File: src/rtl/cla_adder.sv
// Registered two-level carry-lookahead adder: 4-bit lookahead groups feeding a group-level lookahead unit.
// Optional signed-overflow output Ovf is built only when CLA_OVERFLOW_EN is defined.
module cla_adder #(
  parameter int WIDTH = 16
) (
  input  logic             clk,
  input  logic             rst_n,
  input  logic [WIDTH-1:0] A,
  input  logic [WIDTH-1:0] B,
  input  logic             Cin,
  input  logic             in_valid,
  output logic [WIDTH-1:0] Sum,
  output logic             Cout,
  output logic             out_valid
`ifdef CLA_OVERFLOW_EN
  ,
  output logic             Ovf
`endif
);

  localparam int NG = WIDTH / 4;

  logic [WIDTH-1:0] w_g;
  logic [WIDTH-1:0] w_p;
  logic [WIDTH-1:0] w_c;
  logic [WIDTH-1:0] w_sum;
  logic [NG-1:0]    w_gg;
  logic [NG-1:0]    w_gp;
  logic [NG:0]      w_gc;

  assign w_g   = A & B;
  assign w_p   = A ^ B;
  assign w_sum = w_p ^ w_c;

  for (genvar k = 0; k < NG; k++) begin : g_group
    logic [3:0] w_gl;
    logic [3:0] w_pl;
    logic       w_ci;

    assign w_gl = w_g[4*k +: 4];
    assign w_pl = w_p[4*k +: 4];
    assign w_ci = w_gc[k];

    // Each bit carry is a flat sum of products of group inputs and the group carry-in.
    assign w_c[4*k]   = w_ci;
    assign w_c[4*k+1] = w_gl[0] | (w_pl[0] & w_ci);
    assign w_c[4*k+2] = w_gl[1] | (w_pl[1] & w_gl[0]) | (w_pl[1] & w_pl[0] & w_ci);
    assign w_c[4*k+3] = w_gl[2] | (w_pl[2] & w_gl[1]) | (w_pl[2] & w_pl[1] & w_gl[0])
                      | (w_pl[2] & w_pl[1] & w_pl[0] & w_ci);

    assign w_gg[k] = w_gl[3] | (w_pl[3] & w_gl[2]) | (w_pl[3] & w_pl[2] & w_gl[1])
                   | (w_pl[3] & w_pl[2] & w_pl[1] & w_gl[0]);
    assign w_gp[k] = &w_pl;
  end

  // Second-level lookahead: group carry k is the OR over every lower group j of
  // GG[j] propagated through GP[j+1..k-1], plus Cin propagated through GP[0..k-1].
  always_comb begin
    logic acc;
    logic term;
    // NOTE: every combinational output gets a default first so no path can infer a latch.
    w_gc    = '0;
    w_gc[0] = Cin;
    for (int k = 1; k <= NG; k++) begin
      acc = Cin;
      for (int m = 0; m < k; m++) acc = acc & w_gp[m];
      for (int j = 0; j < k; j++) begin
        term = w_gg[j];
        for (int m = j + 1; m < k; m++) term = term & w_gp[m];
        acc = acc | term;
      end
      w_gc[k] = acc;
    end
  end

  logic [WIDTH-1:0] r_sum;
  logic             r_cout;
  logic             r_valid;

  // NOTE: sequential state uses non-blocking assignments so every register samples pre-edge values.
  always_ff @(posedge clk or negedge rst_n) begin
    if (!rst_n) begin
      r_sum   <= '0;
      r_cout  <= 1'b0;
      r_valid <= 1'b0;
    end else begin
      r_valid <= in_valid;
      if (in_valid) begin
        r_sum  <= w_sum;
        r_cout <= w_gc[NG];
      end
    end
  end

  assign Sum       = r_sum;
  assign Cout      = r_cout;
  assign out_valid = r_valid;

`ifdef CLA_OVERFLOW_EN
  logic w_ovf;
  logic r_ovf;

  assign w_ovf = (A[WIDTH-1] == B[WIDTH-1]) && (w_sum[WIDTH-1] != A[WIDTH-1]);

  always_ff @(posedge clk or negedge rst_n) begin
    if (!rst_n)        r_ovf <= 1'b0;
    else if (in_valid) r_ovf <= w_ovf;
  end

  assign Ovf = r_ovf;
`endif

endmodule

File: config.mk
export PLATFORM = sky130hd
export DESIGN_NAME = cla_adder
export DESIGN_NICKNAME = d
export VERILOG_FILES = /design/src/rtl/cla_adder.sv
export SDC_FILE = /design/constraint.sdc
export NUM_CORES = 1
export LEC_CHECK = 0
export CORE_ASPECT_RATIO = 0.7
export CORE_UTILIZATION = 35
export CTS_BUF_LIST = sky130_fd_sc_hd__clkbuf_16
export DETAILED_ROUTE_END_ITERATION = 12
export HOLD_SLACK_MARGIN = 0.02
export PLACE_DENSITY = 0.72
export SYNTH_ARGS = -nofsm -noshare
export SYNTH_HDL_FRONTEND = slang
export SYNTH_SLANG_ARGS = --single-unit
File: constraint.sdc
create_clock -name clk -period 1.59 [get_ports clk]
set_input_delay 0.159 -clock clk [delete_from_list [all_inputs] [get_ports clk]]
set_output_delay 0.159 -clock clk [all_outputs]
set_load 0.005 [all_outputs]
==> metrics.md <==
| Metric | Value |
|---|---|
| Violated checks | negative setup slack |
| Most common flop cell mapped by yosys | dfrtp_1 |
| Critical Path Source Type | input pin |
| Number of unique standard cell types used by synthesis | 38 |
| Async SR Flop Fraction | 100% |
| Skew-Pair Late Insertion Delay | 0.25 ns |
| Syn_area_per_cell | 9.68 um2 |
| Design area | 0.00282 mm2 |
| Share of the yosys chip area belonging to registers | 31.2% |
| CTS Sinks | 18 |
| Initial Utilization | 36.8% |
| Setup violators final | 8 |
| CTS Buffer Depth | 2 |
| Final Max Tran Viols | 0 |
| Routed len/inst | 16.1 um |
| Hold slack final | 0.253 ns |
| First-pass GRT wire length | 7380 um |
| Root Driver | clkbuf_16 |
| Drt via density | 5.11 |
| Total global routing overflow | 0 |
| Worst-Margin Slew | 0.410 ns |
| Max Cap Viol | 0 |
| Total track usage | 21.6% |
| Vias in the first global route | 1584 |
| Clock Pin Slew Worst Setup and Hold Paths | 0.06 ns |
| DR iter-0 viols | 77 |
| Status | finished, violations left |
| Antenna violations before repair | 0 |
| Max Freq | 519 MHz |
| Area Overhead vs Synth | 95.7% |
| Share of cells above drive strength 1 | 48.5% |
| Crit Path Max Fanout | 3 |
| Overall Power | 0.00219 W |
| PwrDens | 777 mW/mm2 |
| Vias | 1604 |
| Final Cycle Share | 121% |
| # diodes | 0 |
| DRC | 0 |
| IO Pins | 54 |
| Relative slew margins | 72.5% |
| LEAKAGE | 1.26 nW |
| DRT Pass-1 Iters | 6 |
| Skew final | 0 ns |
| Commonest non-fill, non-tap cell in the layout | buf_4 |
| Total Wirelength | 5040 um |
| DP Area | 0.00236 mm2 |
| Register bit total from synthesis | 18 |
| Port buffer count | 53 |
| Post-Syn Instances | 149 |
| Largest net degree at the start of global routing | 19 |
| Worst min path class | input pin to asynchronous set/reset pin |
| Number of buffers created by CTS | 3 |
| Hold_buf cts | 0 |
| Die H | 55.7 um |
| EDFF count, synth | 0 |
| Yosys warns | 0 |
| Minimum clock period | 1.93 ns |
| Worst Slack Setup Final | -0.335 ns |
| Row cnt | 19 |
| Hpwl dp | 2950 um |
| Critical path class | input pin to register |
| Gpl congestion | 0.785 |
| Pre-CTS WS | -0.866 ns |
| Mapped Nets | 205 |
| Die X | 78.7 um |
| Final #Nets | 319 |
| Worst EP arrival | 2.06 ns |
| Core ar. | 0.00392 mm2 |
| CTS tree | built |
| RSZ-0062 raised after global routing | true |
| Post-synthesis instance area | 0.00144 mm2 |
| Worst setup EP type | register |
| Htree depth | 1 |
| Maximum VDD drop | 0.000541 V |
| Die area | 0.00439 mm2 |
| CP Data Required Time | 1.73 ns |
| Final hold viol count | 0 |
| Most frequent cells in the layout | 54 x buf_4, 27 x clkdlybuf4s50_1, 18 x dfrtp_1 |
| Final ANT Viol Nets | 0 |
==> Yosys cell counts (all sizes together) (3+ instances only) <==
| cell type | n | area share [%] |
|---|---|---|
| a21o | 8 | 4.2 |
| a21oi | 20 | 8.0 |
| dfrtp | 18 | 31 |
| fa | 4 | 5.6 |
| ha | 16 | 14 |
| inv | 8 | 2.1 |
| mux2 | 6 | 4.7 |
| nand2 | 13 | 3.4 |
| nand3 | 4 | 1.4 |
| nand4 | 4 | 2.2 |
| nor2 | 6 | 1.6 |
| o21a | 3 | 1.6 |
| o21ai | 4 | 1.4 |
| o311ai | 3 | 1.8 |
| xnor2 | 6 | 3.6 |
==> registers in the layout (all words and copies together), names as in the netlist <==
register	count
out_valid	1
Cout	1
Sum	16
==> kinds of logic after synthesis <==
family                   share of synthesized area (%)
AO/OA/AOI/OAI                                     24.0
XOR/XNOR                                          4.86
adder cells (fa/ha/maj)                           19.4
buffers and inverters                             2.86
flip-flops                                        31.2
multiplexers                                      5.38
AND/OR/NAND/NOR                                   12.2
==> final timing paths <==
check | startpoint | end | slack (ns) | cells past startpoint
max | A[11] | Sum[12] | -0.34 | 8
min | rst_n | Sum[0] | 0.25 | 2
max reg2reg | Sum[10] | Sum[10] | 0.71 | 2
min reg2reg | Sum[0] | Sum[0] | 0.48 | 2
max in group asynchronous | rst_n | Sum[12] | 1.13 | 2
min in group clk | B[0] | Sum[0] | 0.37 | 4
==> layer usage <==
metal	up-vias	wire, um	share of wire (%)	track usage [%]
met3	12	397	7.9	6.56
met4	0	112	2.2	2.65
met2	54	2450	49	35.9
met1	763	2080	41	28.3
met5	-	0	0	0
li1	775	-	-	-
==> critical path, cell delays in order <==
cell	delay [ns]
clkdlybuf4s15_1	0.22
ha_4	0.30
nand4_1	0.19
a211oi_2	0.29
nor3_2	0.10
inv_1	0.10
fa_2	0.44
mux2_4	0.27
==> final cells by class <==
type	instances	area, um2
timing repair buffer	112	915
sequential	18	450
fill	279	1100
clock inverter	1	3.75
tap	52	65.1
clock buffer	3	75.1
multi-input combinational	120	1280
inverter	8	30.0
==> report_power, final <==
part	internal, W	switching [W]	total, W	leakage, nW
clock network	0.000335	0.000190	0.000526	0.0385
registers	0.000553	0.0000550	0.000608	0.213
logic	0.000638	0.000422	0.00106	1.01
==> stage by stage <==
stage               TNS [ns]  std cells  util, %
detailed placement     -8.40        291     60.3
finish                 -1.42        314     72.0
global route           -1.95        314     72.0
CTS                   -0.800        308     68.6
floorplan              -1.10        149        -
global placement       -8.09        291     60.3
==> what timing repair did <==
item	in CTS	in global routing
setup endpoints to repair	14	9
setup buffers	13	8
pin swaps	28	19
gates resized for setup	99	34
No activity file was read; power rests on OpenSTA's default activity.
